$ cat config.mk
export PLATFORM = sky130hd
export DESIGN_NAME = regfile_mp
export DESIGN_NICKNAME = d
export VERILOG_FILES = /design/src/rtl/rf_pkg.sv /design/src/rtl/rf_scoreboard.sv /design/src/rtl/regfile_mp.sv
export SDC_FILE = /design/constraint.sdc
export NUM_CORES = 2
export LEC_CHECK = 0
export ABC_AREA = 1
export CORE_UTILIZATION = 30
export CTS_CLUSTER_DIAMETER = 30
export DETAILED_ROUTE_END_ITERATION = 7
export GPL_ROUTABILITY_DRIVEN = 0
export PLACE_DENSITY_LB_ADDON = 0.25
export SYNTH_ARGS = -nofsm -noshare
export SYNTH_HDL_FRONTEND = slang
export SYNTH_SLANG_ARGS = --single-unit
$ cat constraint.sdc
create_clock -name i_clk -period 2.76 [get_ports i_clk]
set_input_delay 0.552 -clock i_clk [delete_from_list [all_inputs] [get_ports i_clk]]
set_output_delay 0.552 -clock i_clk [all_outputs]
set_load 0.01 [all_outputs]
$ cat src/rtl/rf_pkg.sv
// rf_pkg: default register-file parameters and the register address type
package rf_pkg;
  localparam int XLEN_DEF = 32;
  localparam int NREG_DEF = 32;
  localparam int NR_READ_DEF = 2;
  localparam int NR_WRITE_DEF = 2;
  localparam int AW_DEF = $clog2(NREG_DEF);
  typedef logic [AW_DEF-1:0] reg_addr_t;
endpackage

$ cat src/rtl/rf_scoreboard.sv
// rf_scoreboard: per-register pending-writer bits, set by issue and cleared by write
module rf_scoreboard
  import rf_pkg::*;
#(
  parameter int NREG = NREG_DEF,
  parameter int AW = $clog2(NREG)
) (
  input  logic            clk,
  input  logic            rst_n,
  input  logic            issue_valid,
  input  logic [AW-1:0]   issue_rd,
  input  logic [NREG-1:0] clr,
  output logic [NREG-1:0] busy
);
  logic [NREG-1:0] busy_n;
  // write clears first so a same-cycle issue to the same register wins; x0 never busy
  always_comb begin
    busy_n = busy & ~clr;
    if (issue_valid) busy_n[issue_rd] = 1'b1;
    busy_n[0] = 1'b0;
  end
  // busy state register
  always_ff @(posedge clk or negedge rst_n)
    if (!rst_n) busy <= '0;
    else busy <= busy_n;
endmodule

$ cat src/rtl/regfile_mp.sv
// regfile_mp: multi-port register file with busy scoreboard; define RF_BYPASS_EN for same-cycle write forwarding
module regfile_mp
  import rf_pkg::*;
#(
  parameter int XLEN = XLEN_DEF,
  parameter int NREG = NREG_DEF,
  parameter int NR_READ = NR_READ_DEF,
  parameter int NR_WRITE = NR_WRITE_DEF,
  parameter int AW = $clog2(NREG)
) (
  input  logic                              i_clk,
  input  logic                              i_rst_n,
  input  logic [NR_READ-1:0][AW-1:0]        i_raddr,
  output logic [NR_READ-1:0][XLEN-1:0]      o_rdata,
  output logic [NR_READ-1:0]                o_rbusy,
  input  logic [NR_WRITE-1:0]               i_we,
  input  logic [NR_WRITE-1:0][AW-1:0]       i_waddr,
  input  logic [NR_WRITE-1:0][XLEN-1:0]     i_wdata,
  input  logic                              i_issue_valid,
  input  logic [AW-1:0]                     i_issue_rd,
  output logic [NREG-1:0]                   o_busy_vec
);
  logic [XLEN-1:0] mem [NREG];
  logic [NREG-1:0] clr;
  // one-hot clear of every register written this cycle
  always_comb begin
    clr = '0;
    for (int p = 0; p < NR_WRITE; p++)
      if (i_we[p]) clr[i_waddr[p]] = 1'b1;
  end
  rf_scoreboard #(.NREG(NREG), .AW(AW)) u_sb (
    .clk(i_clk),
    .rst_n(i_rst_n),
    .issue_valid(i_issue_valid),
    .issue_rd(i_issue_rd),
    .clr(clr),
    .busy(o_busy_vec)
  );
  // data array; later ports overwrite earlier ones, x0 is never written
  always_ff @(posedge i_clk or negedge i_rst_n)
    if (!i_rst_n) begin
      for (int i = 0; i < NREG; i++) mem[i] <= '0;
    end else begin
      for (int p = 0; p < NR_WRITE; p++)
        if (i_we[p] && i_waddr[p] != '0) mem[i_waddr[p]] <= i_wdata[p];
    end
  // read ports from stored state, optionally overridden by the winning same-cycle write
  always_comb begin
    for (int p = 0; p < NR_READ; p++) begin
      o_rdata[p] = mem[i_raddr[p]];
      o_rbusy[p] = o_busy_vec[i_raddr[p]];
`ifdef RF_BYPASS_EN
      for (int q = 0; q < NR_WRITE; q++)
        if (i_we[q] && i_waddr[q] == i_raddr[p] && i_raddr[p] != '0) begin
          o_rdata[p] = i_wdata[q];
          o_rbusy[p] = i_issue_valid && i_issue_rd == i_raddr[p];
        end
`else
`endif
    end
  end
endmodule

==> key figures <==
Status
  – Outcome: finished with violations
  – Violated checks: DRC, setup timing

Worst setup path
  – Max incr delay on CP: 0.37 ns
  – CP max-delay cell: dfrtp_1
  – Critical path launch point: mem[682]
  – CP Max Fanout: 2
  – R2r worst-path depth: 6
  – Type of element launching the critical path: flip-flop
  – Worst setup path endpoint: o_rdata[10]
  – Critical path class: reg2out
  – Worst Setup End Kind: output pin
  – Reg2Reg Setup Slack: 1.59 ns
  – Arrival @ worst endpoint: 2.31 ns
  – Reg-to-reg startpoint: mem[905]
  – Data required time at the worst endpoint: 2.21 ns
  – Worst reg2reg path endpoint: mem[905]
  – Critical-path cell list: nand2_1 > nand3_1 > nand3_1 > nand2_1 > nand2_2 > nand2_4 > nand2_2 > nand2_4 > buf_12 > buf_6

Synthesis
  – Distinct cell type count after synthesis: 27
  – Mapped Area: 0.0690 mm²
  – Compound-Gate Fraction of Synth Area: 14.5%
  – Asr flop ratio synth: 100%
  – Seq/Total Area, Yosys: 38.3%
  – Most common flop cell mapped by yosys: dfrtp_1
  – Post-Synth Simple-Gate Area: 38.8%
  – Yosys warning total: 0
  – Mean post-synth cell area: 6.30 µm²
  – Syn nets: 11.0k
  – FF+latch count, synth: 1,055
  – Xor/xnor cell area share of the yosys netlist: 0%
  – Area contributors post-synth: dfrtp_1 38%, nand2_1 22%, nand3_1 13%, o21ai_0 7.8%, clkbuf_1 4.7%
  – Syn Inst Count: 10.9k
  – Post-synth EDFFs: 0
  – Largest family of logic cells by synthesized area: simple AND/OR/NAND/NOR gates
  – Adder-cell area share of the yosys netlist: 0%
  – Synth area leader: dfrtp_1
  – Post-synthesis mux area share: 0%
  – Share of the synthesized area in the top cell type: 38.3%

Place
  – Area of placed instances: 0.0825 mm²
  – # port buffers: 190
  – Final HPWL DP: 286,000 µm
  – Place WS: -0.698 ns

CTS
  – Clock latency on the worst-skew pair: 0.91 ns
  – CTS tree: done
  – H-tree lvl count: 5
  – Maximum root-to-sink buffer count: 4
  – Clk slew on worst S/H paths: 0.04 ns
  – CTS Buf Count: 335
  – Root Driver: clkbuf_16
  – # clock sinks: 1,055

Final layout
  – Share of layout cells above drive strength 1: 20.3%
  – Storage cell area: 0.0264 mm²
  – Post-route cell area: 0.0987 mm²
  – Net count, final: 11.6k
  – Fillcell total: 22.6k
  – Fin util: 43.3%
  – Multi-input logic area: 0.0403 mm²
  – Area Overhead vs Synth: 43.0%

Timing
  – Worst clock skew: 0 ns
  – Final Cycle Share: 104%
  – Worst Slack Setup Final: -0.100 ns
  – Worst Tran Pin Value: 1.04 ns
  – Min cycle time layout: 2.86 ns
  – RSZ-0062 raised after global routing: yes
  – Final setup violation count: 38
  – WHS: 0.236 ns
  – TNS Setup: -1.28 ns
  – Max-slew violations: 0
  – Slew headroom: 30.3%
  – Final hold viol count: 0
  – F_max: 350 MHz

Power and ir drop
  – Pwr per Cell Area: 826 mW/mm²
  – VDD IR max: 0.000754 V
  – Leak pwr: 47.1 nW

Global routing
  – GRT Overall Usage: 36.1%
  – Vias in the first global route: 81.3k
  – Largest net degree at the start of global routing: 104
  – Grt total ovfl: 0
  – Initial antenna violation count: 21
  – Global-route wire length before repair: 603,000 µm

Die
  – Die width: 482 µm
  – Die area: 0.232 mm²
  – # rows: 175
  – Total I/O pin count: 192
  – Initial Util: 30.3%
  – CORE AREA: 0.228 mm²
  – Die Ht: 482 µm

Routing
  – Drt total wl: 431,000 µm
  – Post-route ant nets: 0
  – Pre-antenna DRT Iters: 8
  – DR iter-0 viols: 13.7k
  – Detailed-route DRC error count: 7
  – Routed vias: 88.0k
  – Via/cell ratio: 5.94
  – Routed length per instance: 29.1 µm

Min path
  – Worst min path class: in2async

Flow run
  – Max-capacitance violation count: 0
-- critical path: cells and delay by family (launching register included) --
kind | cells | cell delay (ns)
AND/OR/NAND/NOR | 8 | 0.72
buffers and inverters | 2 | 0.26
flip-flops | 1 | 0.37
-- per-stage QoR --
step	power [mW]	cells
after floorplan	32.0	10900
after global placement	39.5	14100
after detailed placement	39.9	14100
after global routing	84.6	14800
after CTS	80.2	14700
final	81.5	14800
-- kinds of logic after synthesis --
kind of cell / Yosys count
simple gates: 6498
compound gates: 1860
buf+inv: 1534
other cells: 1
flops: 1055
-- flip-flops by register name (all words and copies together), names as in the netlist --
| name | cells |
|---|---|
| mem | 1024 |
| u_sb.busy | 31 |
-- placed cells by master, fill, tap and decap left out, drive strengths merged, types with 24 or more instances in the layout --
cell           netlist  final
nand3             1816   1816
inv                491    494
clkdlybuf4s50        0    111
clkbuf             873    448
bufinv               0     41
o22ai              229    229
a21oi              364    364
nand2             3980   3980
diode                0     24
o211ai              86     86
a22oi               40     40
a31oi               52     52
clkinv              22    104
nor2               674    674
o21ai             1088   1088
buf                148   1134
nor3                24     24
dfrtp             1055   1055
-- report_power, final --
group | total, mW | internal, mW | switching [mW]
Sequential | 23.3 | 19.6 | 3.72
Combinational | 19.1 | 7.77 | 11.3
Clock | 39.1 | 27.6 | 11.4
-- layout make-up --
type / count / share of cell area (%)
inverters: 513 / 2.06
flip-flops and latches: 1055 / 26.8
clock buffers: 443 / 9.65
multi-input cells: 8359 / 40.8
clock inverters: 145 / 1.90
repair buffers: 1265 / 14.9
well taps: 3009 / 3.81
diodes: 24 / 0.0608
-- worst min-delay path by stage --
stage,to,slack (ns),cells after the start
after floorplan,mem[0],0.26,0
after global placement,mem[1016],0.39,0
after detailed placement,mem[1021],0.39,0
after CTS,mem[855],0.21,2
after global routing,mem[855],0.21,2
final,mem[855],0.24,2
-- cells in the mapped netlist, types with 52 or more instances --
master and instances:
nand2_1 3980, nand3_1 1814, o21ai_0 1077, dfrtp_1 1055
clkbuf_1 871, nor2_1 667, inv_1 486, a21oi_1 364
o22ai_1 229, buf_1 86, o211ai_1 86, buf_2 59
a31oi_1 52
-- metal layers --
layer	vias up	GRT usage [%]	share of wire, %	routed length (µm)
met2	7306	51.7	41	176000
li1	37200	-	-	-
met4	12	31.4	10	44300
met5	-	0.331	0.028	122
met3	2063	10.4	13	55100
met1	41400	44.0	36	155000
-- what timing repair did --
item                                   in CTS  in global routing
setup buffers                              72                 48
setup endpoints to repair                  68                 66
cloned                                     16                  5
pin swaps                                 300                380
hold buffers                                1                  0
endpoints found under the hold margin      27                  0
resized for setup                         964                330
Note: power is estimated with default switching activity, not from simulation.
